$ cat src/rtl/estagio_busca_pkg.sv
// Shared definitions for the instruction-fetch stage: FSM state encoding and
// default width / reset PC.
package pacote_busca;

  localparam int WIDTH_PADRAO = 32;

  // The PC adder resets its output to 1, so the fetch PC has to start at 0.
  localparam logic [WIDTH_PADRAO-1:0] RESET_PC_PADRAO = '0;

  typedef enum logic [1:0] {
    INICIO = 2'd0,
    BUSCA  = 2'd1,
    VALIDO = 2'd2
  } estado_t;

endpackage

$ cat src/rtl/estagio_busca_registro_desvio.sv
// Redirect latch: picks jump over branch and remembers a redirect that arrives
// while a fetch cannot be cancelled yet. A later redirect overwrites the target.
module registro_desvio #(
  parameter int WIDTH = 32
) (
  input  logic             clock,
  input  logic             reset,
  input  logic             branch_taken,
  input  logic [WIDTH-1:0] branch_target,
  input  logic             jump,
  input  logic [WIDTH-1:0] jump_target,
  input  logic             limpa_i,
  output logic             desvio_agora_o,
  output logic             desvio_ativo_o,
  output logic             pendente_o,
  output logic [WIDTH-1:0] alvo_o
);

  logic             pendente_q, pendente_d;
  logic [WIDTH-1:0] alvo_q, alvo_d;
  logic [WIDTH-1:0] alvo_agora;

  assign desvio_agora_o = jump | branch_taken;
  assign alvo_agora     = jump ? jump_target : branch_target;

  always_comb begin
    pendente_d = pendente_q;
    alvo_d     = alvo_q;
    if (limpa_i) begin
      pendente_d = 1'b0;
    end else if (desvio_agora_o) begin
      pendente_d = 1'b1;
      alvo_d     = alvo_agora;
    end
  end

  always_ff @(posedge clock or posedge reset) begin
    if (reset) begin
      pendente_q <= 1'b0;
      alvo_q     <= '0;
    end else begin
      pendente_q <= pendente_d;
      alvo_q     <= alvo_d;
    end
  end

  // A redirect presented this cycle is newer than anything latched.
  assign desvio_ativo_o = desvio_agora_o | pendente_q;
  assign alvo_o         = desvio_agora_o ? alvo_agora : alvo_q;
  assign pendente_o     = pendente_q;

endmodule

$ cat src/rtl/estagio_busca.sv
// Instruction-fetch stage: owns the PC, fetches via a req/ready handshake and
// holds each instruction for decode; redirects squash in-flight or held words.
module estagio_busca
  import pacote_busca::*;
#(
  parameter int             WIDTH    = WIDTH_PADRAO,
  parameter logic [WIDTH-1:0] RESET_PC = '0
) (
  input  logic             clock,
  input  logic             reset,
  input  logic [WIDTH-1:0] pc_mais_um,
  output logic [WIDTH-1:0] pc_atual,
  input  logic             branch_taken,
  input  logic [WIDTH-1:0] branch_target,
  input  logic             jump,
  input  logic [WIDTH-1:0] jump_target,
  output logic             imem_req,
  output logic [WIDTH-1:0] imem_addr,
  input  logic             imem_ready,
  input  logic [WIDTH-1:0] imem_data,
  output logic             if_valid,
  input  logic             if_ready,
  output logic [WIDTH-1:0] if_instr,
  output logic [WIDTH-1:0] if_pc,
  output estado_t          estado_dbg_o,
  output logic             pendente_dbg_o
);

  // Handshakes: a transfer happens on a rising edge where valid (imem_req /
  // if_valid) and ready (imem_ready / if_ready) are both high; valid never
  // drops before its transfer, except that a redirect withdraws if_valid.

  estado_t          estado_q, estado_d;
  logic [WIDTH-1:0] pc_q, pc_d;
  logic [WIDTH-1:0] instr_q, instr_d;
  logic [WIDTH-1:0] ifpc_q, ifpc_d;

  logic             limpa;
  logic             desvio_agora;
  logic             desvio_ativo;
  logic [WIDTH-1:0] alvo;

  registro_desvio #(.WIDTH(WIDTH)) u_desvio (
    .clock          (clock),
    .reset          (reset),
    .branch_taken   (branch_taken),
    .branch_target  (branch_target),
    .jump           (jump),
    .jump_target    (jump_target),
    .limpa_i        (limpa),
    .desvio_agora_o (desvio_agora),
    .desvio_ativo_o (desvio_ativo),
    .pendente_o     (pendente_dbg_o),
    .alvo_o         (alvo)
  );

  always_comb begin
    estado_d = estado_q;
    pc_d     = pc_q;
    instr_d  = instr_q;
    ifpc_d   = ifpc_q;
    limpa    = 1'b0;
    imem_req = 1'b0;
    if_valid = 1'b0;
    case (estado_q)
      INICIO: begin
        estado_d = BUSCA;
      end
      BUSCA: begin
        imem_req = 1'b1;
        if (imem_ready) begin
          if (desvio_ativo) begin
            // The word in flight belongs to the old path: drop it and refetch.
            pc_d  = alvo;
            limpa = 1'b1;
          end else begin
            instr_d  = imem_data;
            ifpc_d   = pc_q;
            estado_d = VALIDO;
          end
        end
      end
      VALIDO: begin
        if_valid = 1'b1;
        if (desvio_agora) begin
          pc_d     = alvo;
          limpa    = 1'b1;
          estado_d = BUSCA;
        end else if (if_ready) begin
          pc_d     = pc_mais_um;
          estado_d = BUSCA;
        end
      end
      default: begin
        estado_d = INICIO;
      end
    endcase
  end

  always_ff @(posedge clock or posedge reset) begin
    if (reset) begin
      estado_q <= INICIO;
      pc_q     <= RESET_PC;
      instr_q  <= '0;
      ifpc_q   <= '0;
    end else begin
      estado_q <= estado_d;
      pc_q     <= pc_d;
      instr_q  <= instr_d;
      ifpc_q   <= ifpc_d;
    end
  end

  assign pc_atual     = pc_q;
  assign imem_addr    = pc_q;
  assign if_instr     = instr_q;
  assign if_pc        = ifpc_q;
  assign estado_dbg_o = estado_q;

endmodule

$ cat config.mk
export PLATFORM = sky130hd
export DESIGN_NAME = estagio_busca
export DESIGN_NICKNAME = d
export VERILOG_FILES = /design/src/rtl/estagio_busca_pkg.sv /design/src/rtl/estagio_busca_registro_desvio.sv /design/src/rtl/estagio_busca.sv
export SDC_FILE = /design/constraint.sdc
export NUM_CORES = 1
export LEC_CHECK = 0
export BUFFER_PORTS_ARGS = -buffer_cell sky130_fd_sc_hd__buf_2
export CORE_MARGIN = 2
export CORE_UTILIZATION = 49
export CTS_CLUSTER_SIZE = 30
export DETAILED_ROUTE_END_ITERATION = 10
export PLACE_DENSITY = 0.76
export SLEW_MARGIN = 20
export SYNTH_ARGS = -nofsm -noshare
export SYNTH_HDL_FRONTEND = slang
export SYNTH_HIERARCHICAL = 1
export SYNTH_SLANG_ARGS = --single-unit
$ cat constraint.sdc
create_clock -name clock -period 3 [get_ports clock]
set_input_delay 0.15 -clock clock [delete_from_list [all_inputs] [get_ports clock]]
set_output_delay 0.15 -clock clock [all_outputs]
set_load 0.1 [all_outputs]
==> impl_metrics.ini <==
[clock_tree]
cts_resized = 0
clk_latency_ps = 420
clock_path_buffers = 2
h-tree-depth = 4
path_clk_slew_ps = 60
cts_buffers = 17
cts.sink_count = 131
cts_root_buf = clkbuf_16
cts_tree = built

[cells_and_area]
diodes = 0
final_cell_mix = buf_2, mux2_2, dfrtp_1, dlygate4sd3_1, a221o_1
fin_nets = 918
utilization = 0.678
mostFrequentLayoutCell = buf_2
syn2layout_area_growth_pct = 36.0
drive_gt1_frac = 0.678
fin_cells = 971

[min_path]
hold_depth = 3
min_from = if_ready
holdPathEnd = estado_dbg_o[1]
hp-class = in2reg

[logic_synthesis]
ys_warn_count = 6
syn_area_sq_um = 6870
synth_cell_types = 29
synth.avg_cell_area_sq_um = 14.1
syn_nets = 626
ys_ff_latch = 131
netlist_instances = 486
ys_seq_area_frac = 0.477

[timing]
tightest_slew_ps = 898
clock_skew_ps = 6.92
setup_violations = 0
finalCritPeriodShare = 0.758
setup_tns_ps = 0
max_slew_margin = 0.400
post-route-min-period_ps = 2280
hold_viol = 0
rsz0062_at_grt = no
drv_slew = 0
fmax_ghz = 0.439

[routing]
wirelength_um = 18300
routedWlPerCell_um = 18.9
vias = 5210
ant_nets = 0
drc = 0
first_pass_iters = 4
avgViaCountPerCell = 5.37
drt_iter0_drc = 269

[placement]
placed_cells = 874
portBuffers = 266
place.gp.congestion = 0.813
hpwl_um = 12000

[global_route]
grt_pass1_vias = 5332
grt_pass1_wl_um = 27900
grtUsageTotal = 0.245
antenna_found_initial = 1
grt_overflow = 0
grt_max_degree = 84

[critical_path]
worst_ep_arrival_time_ps = 2630
worstPathRequired_ps = 3350
cp-end-kind = flop
reg2reg_depth = 7
r2r_start = estado_dbg_o[1]
startpoint_type = flop
critPathKind = reg2reg
reg2reg_slack_ps = 720
r2r-end = u_desvio/alvo_q[1]
cp_max_fo = 32

[floorplanning]
placementRows = 43
initial_utilization = 0.499
coreArea_sq_um = 13800
die_width_um = 122
fp.dieH_um = 122
dieArea_sq_um = 15000
pin_count = 267

[status]
status = completed

[run]
drv_cap = 0
-- through the flow --
step / setup WS, ps / hold WS [ps] / instance area, sq um
2_1_floorplan: 166 / 279 / 6880
3_3_place_gp: 803 / 292 / 8080
3_5_place_dp: 710 / 303 / 8080
4_1_cts: 730 / 61.4 / 9340
5_1_grt: 602 / 80.2 / 9340
6_report: 725 / 77.8 / 9340
-- per-layer routing --
layer | up-vias | track usage | wire length [um]
met5 | - | 0 | 0
met4 | 0 | 0.0869 | 334
met3 | 29 | 0.0739 | 1210
met2 | 196 | 0.413 | 9350
met1 | 2608 | 0.297 | 7430
li1 | 2377 | - | -
-- worst max-delay path, cell delays in order, from the launching register on --
cell and delay, ps:
dfrtp_1 440, inv_1 130, ha_1 220, a32oi_1 220, nor2b_2 60, buf_4 190
nor2b_4 670, a221o_1 270
-- final cells by class --
class                      instances  area, sq um
fill                            1040         4430
sequential                       131         3280
multi-input combinational        281         3140
timing repair buffer             343         2070
clock buffer                      17          425
tap                              180          225
clock inverter                    15          184
inverter                           4         20.0
-- Yosys cell counts --
master / n / area, sq um
a211oi_2: 1 / 12.5
a21oi_1: 1 / 5.00
a221o_1: 32 / 320
a32oi_1: 1 / 8.76
and2b_1: 1 / 7.51
and4bb_1: 1 / 12.5
and4bb_2: 24 / 300
buf_2: 16 / 80.1
buf_4: 39 / 293
buf_6: 6 / 67.6
clkbuf_1: 9 / 33.8
dfrtp_1: 131 / 3280
ha_1: 6 / 75.1
inv_1: 4 / 15.0
mux2_2: 185 / 2080
mux2_4: 7 / 105
mux2i_1: 1 / 10.0
nand2_1: 1 / 3.75
nand2b_1: 2 / 12.5
nand3b_1: 1 / 7.51
nor2_1: 1 / 3.75
nor2b_1: 2 / 12.5
nor3b_2: 1 / 12.5
nor4bb_1: 7 / 70.1
o21a_1: 1 / 7.51
o21ai_0: 1 / 5.00
o21bai_1: 2 / 15.0
or2_2: 1 / 6.26
or3_1: 1 / 6.26
-- sequential cells by signal, summed over array words and instances (netlist names) --
register / cells
if_pc: 32
u_desvio/alvo_q: 32
if_instr: 32
estado_dbg_o: 2
imem_addr: 32
u_desvio/pendente_o: 1
-- worst max path at each step --
stage / start / to / slack (ps) / depth (start not counted)
after CTS: estado_dbg_o[1] / u_desvio/alvo_q[8] / 730 / 7
after detailed placement: jump / u_desvio/alvo_q[2] / 710 / 7
after floorplan: estado_dbg_o[0] / imem_addr[0] / 170 / 6
after global routing: estado_dbg_o[1] / u_desvio/alvo_q[3] / 600 / 7
final: estado_dbg_o[1] / u_desvio/alvo_q[1] / 720 / 7
after global placement: jump / u_desvio/alvo_q[5] / 800 / 7
-- cells by family (layout without fill, tap and decap cells) --
logic type / count (synthesis) / after routing / synth area share
muxes: 193 / 193 / 0.320
adders and majority gates: 6 / 6 / 0.0109
buffers and inverters: 74 / 379 / 0.0712
AOI/OAI and AO/OA: 39 / 39 / 0.0545
and+or+nand+nor: 43 / 43 / 0.0663
DFF: 131 / 131 / 0.477
-- what timing repair did --
action,in CTS,in global routing
endpoints found under the setup margin,0,0
endpoints found under the hold margin,97,0
hold buffers,65,0
buffers inserted,0,0
Power is left out: the tool's default activity adds up to more than one toggle a clock period on the data nets, which glitch-free logic cannot reach.
